## src/rtl/lynx_bfm_pkg.sv

```systemverilog
// Flit layout shared by the traffic source and the node sink: src | dst | id | data counter.
// Field positions are derived from the flit width and the node address width.
package lynx_bfm_pkg;

  localparam int MAX_W = 64;
  localparam int ID_W  = 8;

  typedef logic [MAX_W-1:0] wide_flit_t;

  typedef enum logic [1:0] {
    ST_IDLE,
    ST_SEND,
    ST_GAP,
    ST_DONE
  } tpg_state_t;

  function automatic int calc_dw(input int width, input int na);
    return width - 2 * na - ID_W;
  endfunction

  // LSB positions of each field
  function automatic int data_pos();
    return 0;
  endfunction

  function automatic int id_pos(input int width, input int na);
    return calc_dw(width, na);
  endfunction

  function automatic int dst_pos(input int width, input int na);
    return id_pos(width, na) + ID_W;
  endfunction

  function automatic int src_pos(input int width, input int na);
    return dst_pos(width, na) + na;
  endfunction

  function automatic wide_flit_t pack_flit(input int width, input int na,
                                           input logic [31:0] src,
                                           input logic [31:0] dst,
                                           input logic [ID_W-1:0] id,
                                           input wide_flit_t data);
    wide_flit_t m_na;
    wide_flit_t m_dw;
    wide_flit_t f;
    m_na = (wide_flit_t'(1) << na) - wide_flit_t'(1);
    m_dw = (wide_flit_t'(1) << calc_dw(width, na)) - wide_flit_t'(1);
    f = ((data & m_dw) << data_pos())
      | (wide_flit_t'(id) << id_pos(width, na))
      | ((wide_flit_t'(dst) & m_na) << dst_pos(width, na))
      | ((wide_flit_t'(src) & m_na) << src_pos(width, na));
    return f;
  endfunction

endpackage

```

## src/rtl/tpg_source_dest_sel.sv

```systemverilog
// Round-robin destination register: walks all node indices in order, never selecting NODE.
module tpg_dest_sel #(
  parameter int N    = 16,
  parameter int NA   = 4,
  parameter int NODE = 0
) (
  input  logic          clk,
  input  logic          rst,
  input  logic          i_advance,
  input  logic          i_reload,
  output logic [NA-1:0] o_dest
);

  localparam int FIRST = (NODE + 1) % N;

  logic [NA-1:0] r_dest;

  function automatic logic [NA-1:0] step(input logic [NA-1:0] d);
    int n;
    n = (int'(d) + 1) % N;
    if (n == NODE) n = (n + 1) % N;
    return NA'(n);
  endfunction

  always_ff @(posedge clk) begin
    if (rst || i_reload) begin
      r_dest <= NA'(FIRST);
    end else if (i_advance) begin
      r_dest <= step(r_dest);
    end
  end

  assign o_dest = r_dest;

endmodule

```

## src/rtl/tpg_source.sv

```systemverilog
// Traffic pattern generator: on start, injects NUM_PKTS single-flit packets over valid/ready,
// optionally spaced by GAP idle cycles, then holds done until the next start.
module tpg_source
  import lynx_bfm_pkg::*;
#(
  parameter int WIDTH        = 32,
  parameter int N            = 16,
  parameter int N_ADDR_WIDTH = $clog2(N),
  parameter int NODE         = 0,
  parameter int DEST_MODE    = 0,
  parameter int DEST         = 15,
  parameter int NUM_PKTS     = 16,
  parameter int GAP          = 0
) (
  input  logic             clk,
  input  logic             rst,
  input  logic             start,
  output logic [WIDTH-1:0] data_out,
  output logic             valid_out,
  input  logic             ready_in,
  output logic             done,
  output logic [15:0]      sent_cnt
);

  localparam int NA     = N_ADDR_WIDTH;
  localparam int DW_RAW = calc_dw(WIDTH, NA);
  localparam int DW     = (DW_RAW < 1) ? 1 : DW_RAW;
  localparam int GW     = (GAP > 1) ? $clog2(GAP) : 1;

  if (DW_RAW < 1) begin : g_bad_width
    $error("tpg_source: WIDTH too small for src/dst/id/data layout");
  end
  if (N < 2) begin : g_bad_n
    $error("tpg_source: N must be at least 2");
  end
  if (NUM_PKTS < 1) begin : g_bad_pkts
    $error("tpg_source: NUM_PKTS must be at least 1");
  end
  if (DEST_MODE == 0 && DEST == NODE) begin : g_bad_dest
    $error("tpg_source: fixed DEST must differ from NODE");
  end

  tpg_state_t     r_state;
  tpg_state_t     w_state_nxt;
  logic [7:0]     r_id;
  logic [DW-1:0]  r_data;
  logic [15:0]    r_sent;
  logic [GW-1:0]  r_gap;
  logic [NA-1:0]  w_dest;
  logic           w_accept;
  logic           w_run_start;
  logic           w_last;

  assign w_last = (r_sent == 16'(NUM_PKTS - 1));

  always_comb begin
    w_state_nxt = r_state;
    w_accept    = 1'b0;
    w_run_start = 1'b0;
    case (r_state)
      ST_IDLE, ST_DONE: begin
        if (start) begin
          w_state_nxt = ST_SEND;
          w_run_start = 1'b1;
        end
      end
      ST_SEND: begin
        if (ready_in) begin
          w_accept = 1'b1;
          if (w_last)        w_state_nxt = ST_DONE;
          else if (GAP == 0) w_state_nxt = ST_SEND;
          else               w_state_nxt = ST_GAP;
        end
      end
      ST_GAP: begin
        if (r_gap == GW'(GAP - 1)) w_state_nxt = ST_SEND;
      end
      default: w_state_nxt = ST_IDLE;
    endcase
  end

  always_ff @(posedge clk) begin
    if (rst) begin
      r_state <= ST_IDLE;
      r_id    <= '0;
      r_data  <= '0;
      r_sent  <= '0;
      r_gap   <= '0;
    end else begin
      r_state <= w_state_nxt;
      if (w_run_start) begin
        r_id   <= '0;
        r_data <= '0;
        r_sent <= '0;
      end else if (w_accept) begin
        r_id   <= r_id + 8'd1;
        r_data <= r_data + DW'(1);
        r_sent <= r_sent + 16'd1;
      end
      if (r_state == ST_GAP) r_gap <= r_gap + GW'(1);
      else                   r_gap <= '0;
    end
  end

  if (DEST_MODE == 1) begin : g_rr
    tpg_dest_sel #(
      .N    (N),
      .NA   (NA),
      .NODE (NODE)
    ) u_dest (
      .clk       (clk),
      .rst       (rst),
      .i_advance (w_accept),
      .i_reload  (w_run_start),
      .o_dest    (w_dest)
    );
  end else begin : g_fixed
    assign w_dest = NA'(DEST);
  end

  // Flit is built from the live counters; they only move on accept, so it holds during stalls.
  assign valid_out = (r_state == ST_SEND);
  assign data_out  = valid_out
                   ? WIDTH'(pack_flit(WIDTH, NA, 32'(NODE), 32'(w_dest), r_id, wide_flit_t'(r_data)))
                   : '0;
  assign done      = (r_state == ST_DONE);
  assign sent_cnt  = r_sent;

endmodule

```

## config.mk

```make
export PLATFORM = sky130hd
export DESIGN_NAME = tpg_source
export DESIGN_NICKNAME = d
export VERILOG_FILES = /design/src/rtl/lynx_bfm_pkg.sv /design/src/rtl/tpg_source_dest_sel.sv /design/src/rtl/tpg_source.sv
export SDC_FILE = /design/constraint.sdc
export NUM_CORES = 1
export LEC_CHECK = 0
export BUFFER_PORTS_ARGS = -buffer_cell sky130_fd_sc_hd__buf_2
export CORE_MARGIN = 1
export CORE_UTILIZATION = 25
export CTS_CLUSTER_SIZE = 8
export DETAILED_ROUTE_END_ITERATION = 8
export GPL_ROUTABILITY_DRIVEN = 1
export SKIP_LAST_GASP = 1
export SLEW_MARGIN = 0
export SYNTH_ARGS = -nofsm -noshare
export SYNTH_HDL_FRONTEND = slang
export SYNTH_SLANG_ARGS = --single-unit
```

## constraint.sdc

```tcl
create_clock -name clk -period 3.05 [get_ports clk]
set_clock_uncertainty 0.2 [all_clocks]
set_input_delay 0.305 -clock clk [delete_from_list [all_inputs] [get_ports clk]]
set_output_delay 0.305 -clock clk [all_outputs]
set_load 0.02 [all_outputs]
```

Word level (Yosys, flattened, before mapping)

Cells that the tools add are included.

Register bits: 43
Input port bits: 4

$add $sub $neg: 4
Equality and inequality tests: 7
Muxes and demuxes: 10
Bitwise operators: 2
Reduce and logical (&&, ||, !) cells: 5

Operators with widths:

| operator                                              | count |
|---|---|
| adder 16 x 1 -> 16 bit, second input constant         | 2 |
| two-way mux 28 bit                                    | 1 |
| OR 16 x 24 -> 24 bit                                  | 1 |
| equality test 16 x 4 -> 1 bit, second input constant  | 1 |
| adder 8 x 1 -> 8 bit, second input constant           | 1 |
| two-way mux 2 bit                                     | 4 |
| case mux 2 bit (3 select lines)                       | 1 |
| OR reduction 2 bit                                    | 3 |
| equality test 2 bit, second input constant            | 2 |
| two-way mux 1 bit                                     | 4 |
| inequality test 2 bit, second input constant          | 2 |
| AND reduction 3 bit                                   | 1 |
| equality test 2 x 1 -> 1 bit, second input constant   | 1 |
| logical NOT 2 bit                                     | 1 |
| inequality test 2 x 1 -> 1 bit, second input constant | 1 |
| adder 1 bit, second input constant                    | 1 |
| NOT 1 bit                                             | 1 |

Depth between registers and ports, before layout

Depth after elaboration: 4
Gate-level depth with buffers: 8
Mapped depth without buffers: 6

Worst setup path after synthesis

OpenSTA, ideal clock, no wires.

Path kind: reg-to-reg
Start: reg r_state[1]
End: reg r_sent[14] (netlist: sent_cnt[14])
Setup time: 70 ps
Arrival: 1841 ps
Data required time: 2780 ps
Slack: 939 ps
Stages on the path, launching flop included: 8
Path buffers: 1
Period minus slack after synthesis: 2111 ps
Cells stage by stage: dfxtp_1 inv_1 ha_1 buf_2 and4_1 nand3_1 or3_1 a21oi_1

RTL lines:

| element                      | RTL line         | text |
|---|---|---|
| from (decl)                  | tpg_source.sv:43 | `tpg_state_t r_state;` |
| from (signal assigned)       | tpg_source.sv:90 | `r_state <= w_state_nxt;` |
| equality test 2 x 1 -> 1 bit | n/a              |  |
| named net valid_out          | tpg_source.sv:19 | `output logic valid_out,` |
| two-way mux 1 bit            | tpg_source.sv:60 | `case (r_state)` |
| to (signal assigned)         | tpg_source.sv:98 | `r_sent <= r_sent + 16'd1;` |
| to (decl)                    | tpg_source.sv:47 | `logic [15:0] r_sent;` |

The timed path passes the listed nets, and every way through them passes these cells.
A chain may end at the register's enable or synchronous reset.

Final worst setup path

Start: reg r_state[1]
End: reg r_data[14]

Word-level cells in the longest chain between the ends: 4

RTL lines:

| element                                                         | RTL line         | text |
|---|---|---|
| equality test 2 bit / logical NOT 2 bit (equally long branches) | tpg_source.sv:60 |  |
| OR reduction 2 bit                                              | tpg_source.sv:60 |  |
| two-way mux 1 bit                                               | tpg_source.sv:60 |  |
| OR reduction 2 bit (no source line)                             | n/a              |  |
| to (signal assigned)                                            | tpg_source.sv:97 | `r_data <= r_data + DW'(1);` |
| to (decl)                                                       | tpg_source.sv:46 | `logic [DW-1:0] r_data;` |

Parallel ways exist; a longest one is shown, timed or not.

==> summary.md <==
| Metric | Value |
|---|---|
| Fin crit share | 0.713 |
| Post-CTS sizing | 0 |
| Leakage | 1.08 nW |
| Latest clock arrival within the worst-skew pair | 300 ps |
| Final Slew Violations | 0 |
| Crit-path cells | inv_1 -> ha_1 -> nand4_1 -> nor2_1 -> or4b_1 -> a21oi_1 |
| Maximum clock frequency | 460 MHz |
| Cell family with most CP delay | simple AND/OR/NAND/NOR gates |
| CP Data Required Time | 3080 ps |
| DRT Pass-1 Iters | 4 |
| DIE HEIGHT | 95.2 um |
| Crit Path Class | reg2reg |
| YS warnings | 0 |
| Drt drc | 0 |
| Bufs on Longest Clock Path | 2 |
| Initial antenna violation count | 0 |
| Number of nets with antenna violations after routing | 0 |
| Fillcell total | 889 |
| Outcome | complete, no violations |
| Async set-or-reset flop fraction in the synthesized netlist | 0 |
| Internal power | 911 uW |
| DRT Wirelength | 4830 um |
| Die ar. | 9070 um2 |
| Syn Inst Count | 253 |
| I/O Pins | 54 |
| Syn Std Cell Area | 2170 um2 |
| Setup TNS | 0 ps |
| Tot GR Track Use | 0.119 |
| Hold buffers post-CTS | 0 |
| Area leader, netlist | dfxtp_1 |
| Via count | 1,829 |
| Critical path buffers and inverters | 1 |
| Peak VDD IR | 0.000152 V |
| Placed Area | 2470 um2 |
| Starting density of the core | 0.262 |
| MaxCap Viol Count | 0 |
| Area delta synth->final | 19.6% |
| Maximum fanout along the worst path | 11 |
| # setup viols final | 0 |
| Arr. time, crit path | 2200 ps |
| CP max stage delay | 450 ps |
| Gr ovfl total | 0 |
| Vias in the first global route | 1,762 |
| Power per cell area | 449 nW/um2 |
| Cell variety after synth | 39 |
| Dominant cells by area after synthesis | dfxtp_1 (40%), xor2_1 (8.5%), and2_1 (6.9%), nor2_1 (5.5%), nand4_1 (4.0%) |
| Post-synth EDFFs | 0 |
| Drt wl/cell | 12.0 um |
| Number of buffers created by CTS | 5 |
| H-tree depth | 2 |
| Power Total | 1.17 mW |
| First-pass GRT wire length | 8330 um |
| Clk sink count | 43 |
| Via density | 4.54 |
| Std cell rows | 33 |
| Reg clk slew, reported paths | 80 ps |
| RSZ-0062 raised after global routing | no |
| Register share of total power | 0.489 |
| Syn_area_per_cell | 8.59 um2 |
| Startpoint types | flip-flop |
| Die X | 95.2 um |
| Post-CTS setup buffer count | 0 |
| Combinational share of power | 0.061 |
| HP Class | in2reg |
| Final Hold Viols | 0 |
| Net switching fraction of the power | 0.218 |
| Worst hold slack | 21.8 ps |
| Slowest CP cell | or4b_1 |
| Initial DRC count | 59 |
| Root buffer cell | clkbuf_8 |
| Pin count of the biggest net entering global routing | 41 |
| Hpwl dp | 3520 um |
| Post-Layout Cell Count | 403 |
| Fin area | 2600 um2 |
| Gp weighted congestion | 0.727 |
| Headroom to the max-slew limit | 0.513 |
| Port bufs | 49 |
| Synthesized flop and latch total | 43 |
| Seq/Total Area, Yosys | 0.396 |
| CTS tree | done |
| CP endpoint kind | flip-flop |
| Placed cell count | 395 |
| Top-area cell type share of the netlist area | 0.396 |
| Core area | 8300 um2 |
| Worst-Margin Slew | 730 ps |
| Sw power | 255 uW |
| Layout cells sized above 1 | 0.218 |
| Clock Power Share | 0.450 |
| Ys flop type | dfxtp_1 |
| Inserted Diodes | 0 |
| Final critical-path required period | 2170 ps |
| # nets final | 307 |
## final timing paths
path / start / to / slack, ps / cells past startpoint
worst max-delay path: r_state[1] / r_data[14] / 880 / 6
worst min register to register: r_data[15] / r_data[15] / 290 / 2
worst max register to register: r_state[1] / r_data[14] / 880 / 6
worst min-delay path: rst / r_gap / 20 / 2
## power by group through the flow
stage | Combinational [mW] | Sequential (mW) | Clock, mW
global placement | 0.0719 | 0.583 | 0
floorplan | 0.0611 | 0.583 | 0
global route | 0.0810 | 0.572 | 0.563
finish | 0.0708 | 0.570 | 0.525
CTS | 0.0728 | 0.570 | 0.541
detailed placement | 0.0726 | 0.584 | 0
## kinds of logic (layout without fill, tap and decap cells)
| kind of cell | after synthesis | count (layout) | synth area share |
|---|---|---|---|
| simple gates | 128 | 128 | 0.331 |
| flops | 43 | 43 | 0.396 |
| xor+xnor | 29 | 29 | 0.117 |
| compound gates | 23 | 23 | 0.0593 |
| buf+inv | 23 | 65 | 0.0604 |
| fa+ha+maj | 6 | 6 | 0.0345 |
| other cells | 1 | 4 | 0.00173 |
## synth_stat cells (2+ instances only)
master / count
dfxtp_1: 43
buf_2: 2
and4_1: 7
nand3_1: 6
or3_1: 6
xnor2_1: 8
xor2_1: 21
ha_1: 6
and2_1: 24
o21ai_1: 6
nor2_1: 32
clkbuf_1: 5
nor4_1: 3
inv_1: 6
nand4_1: 14
buf_4: 9
a21oi_1: 12
nand2_1: 20
or4_1: 2
nor3_1: 2
## placed cells by master, fill, tap and decap left out, types with 2 or more instances in the layout
cell type / netlist / layout
buf_2: 2 / 49
nor4_1: 3 / 3
or3_1: 6 / 6
buf_4: 9 / 2
inv_1: 6 / 6
dfxtp_1: 43 / 43
and4_1: 7 / 7
o21ai_1: 6 / 6
nor2_1: 32 / 32
xnor2_1: 8 / 8
nand4_1: 14 / 14
a21oi_1: 12 / 12
nand2_1: 20 / 20
bufinv_16: 0 / 2
nand3_1: 6 / 6
or4_1: 2 / 2
and2_1: 24 / 24
ha_1: 6 / 6
clkbuf_8: 0 / 5
nor3_1: 2 / 2
xor2_1: 21 / 21
conb_1: 1 / 4
## registers in the layout (all words and copies together), names as in the netlist
register / cells
r_id: 8
sent_cnt: 16
r_gap: 1
r_state: 2
r_data: 16
## layer usage
layer	wire [um]	GRT usage	up-vias
met5	0	0	-
met4	55	0.0455	0
met3	257	0.0295	5
met2	2150	0.191	48
met1	2360	0.152	834
li1	-	-	942
## area by class of cell
| type | instances | area, um2 | share of cell area |
|---|---|---|---|
| clock buffer | 6 | 72.6 | 0.0279 |
| clock inverter | 2 | 60.1 | 0.0231 |
| inverter | 6 | 22.5 | 0.00866 |
| multi-input combinational | 190 | 1190 | 0.459 |
| sequential | 43 | 861 | 0.331 |
| tap | 105 | 131 | 0.0505 |
| timing repair buffer | 51 | 260 | 0.100 |
## per-stage QoR
| stage | setup WS [ps] | util |
|---|---|---|
| global route | 688 | 0.313 |
| floorplan | 939 | - |
| CTS | 849 | 0.313 |
| global placement | 916 | 0.297 |
| detailed placement | 867 | 0.297 |
| finish | 876 | 0.313 |
(Power assumes the default switching activity.)
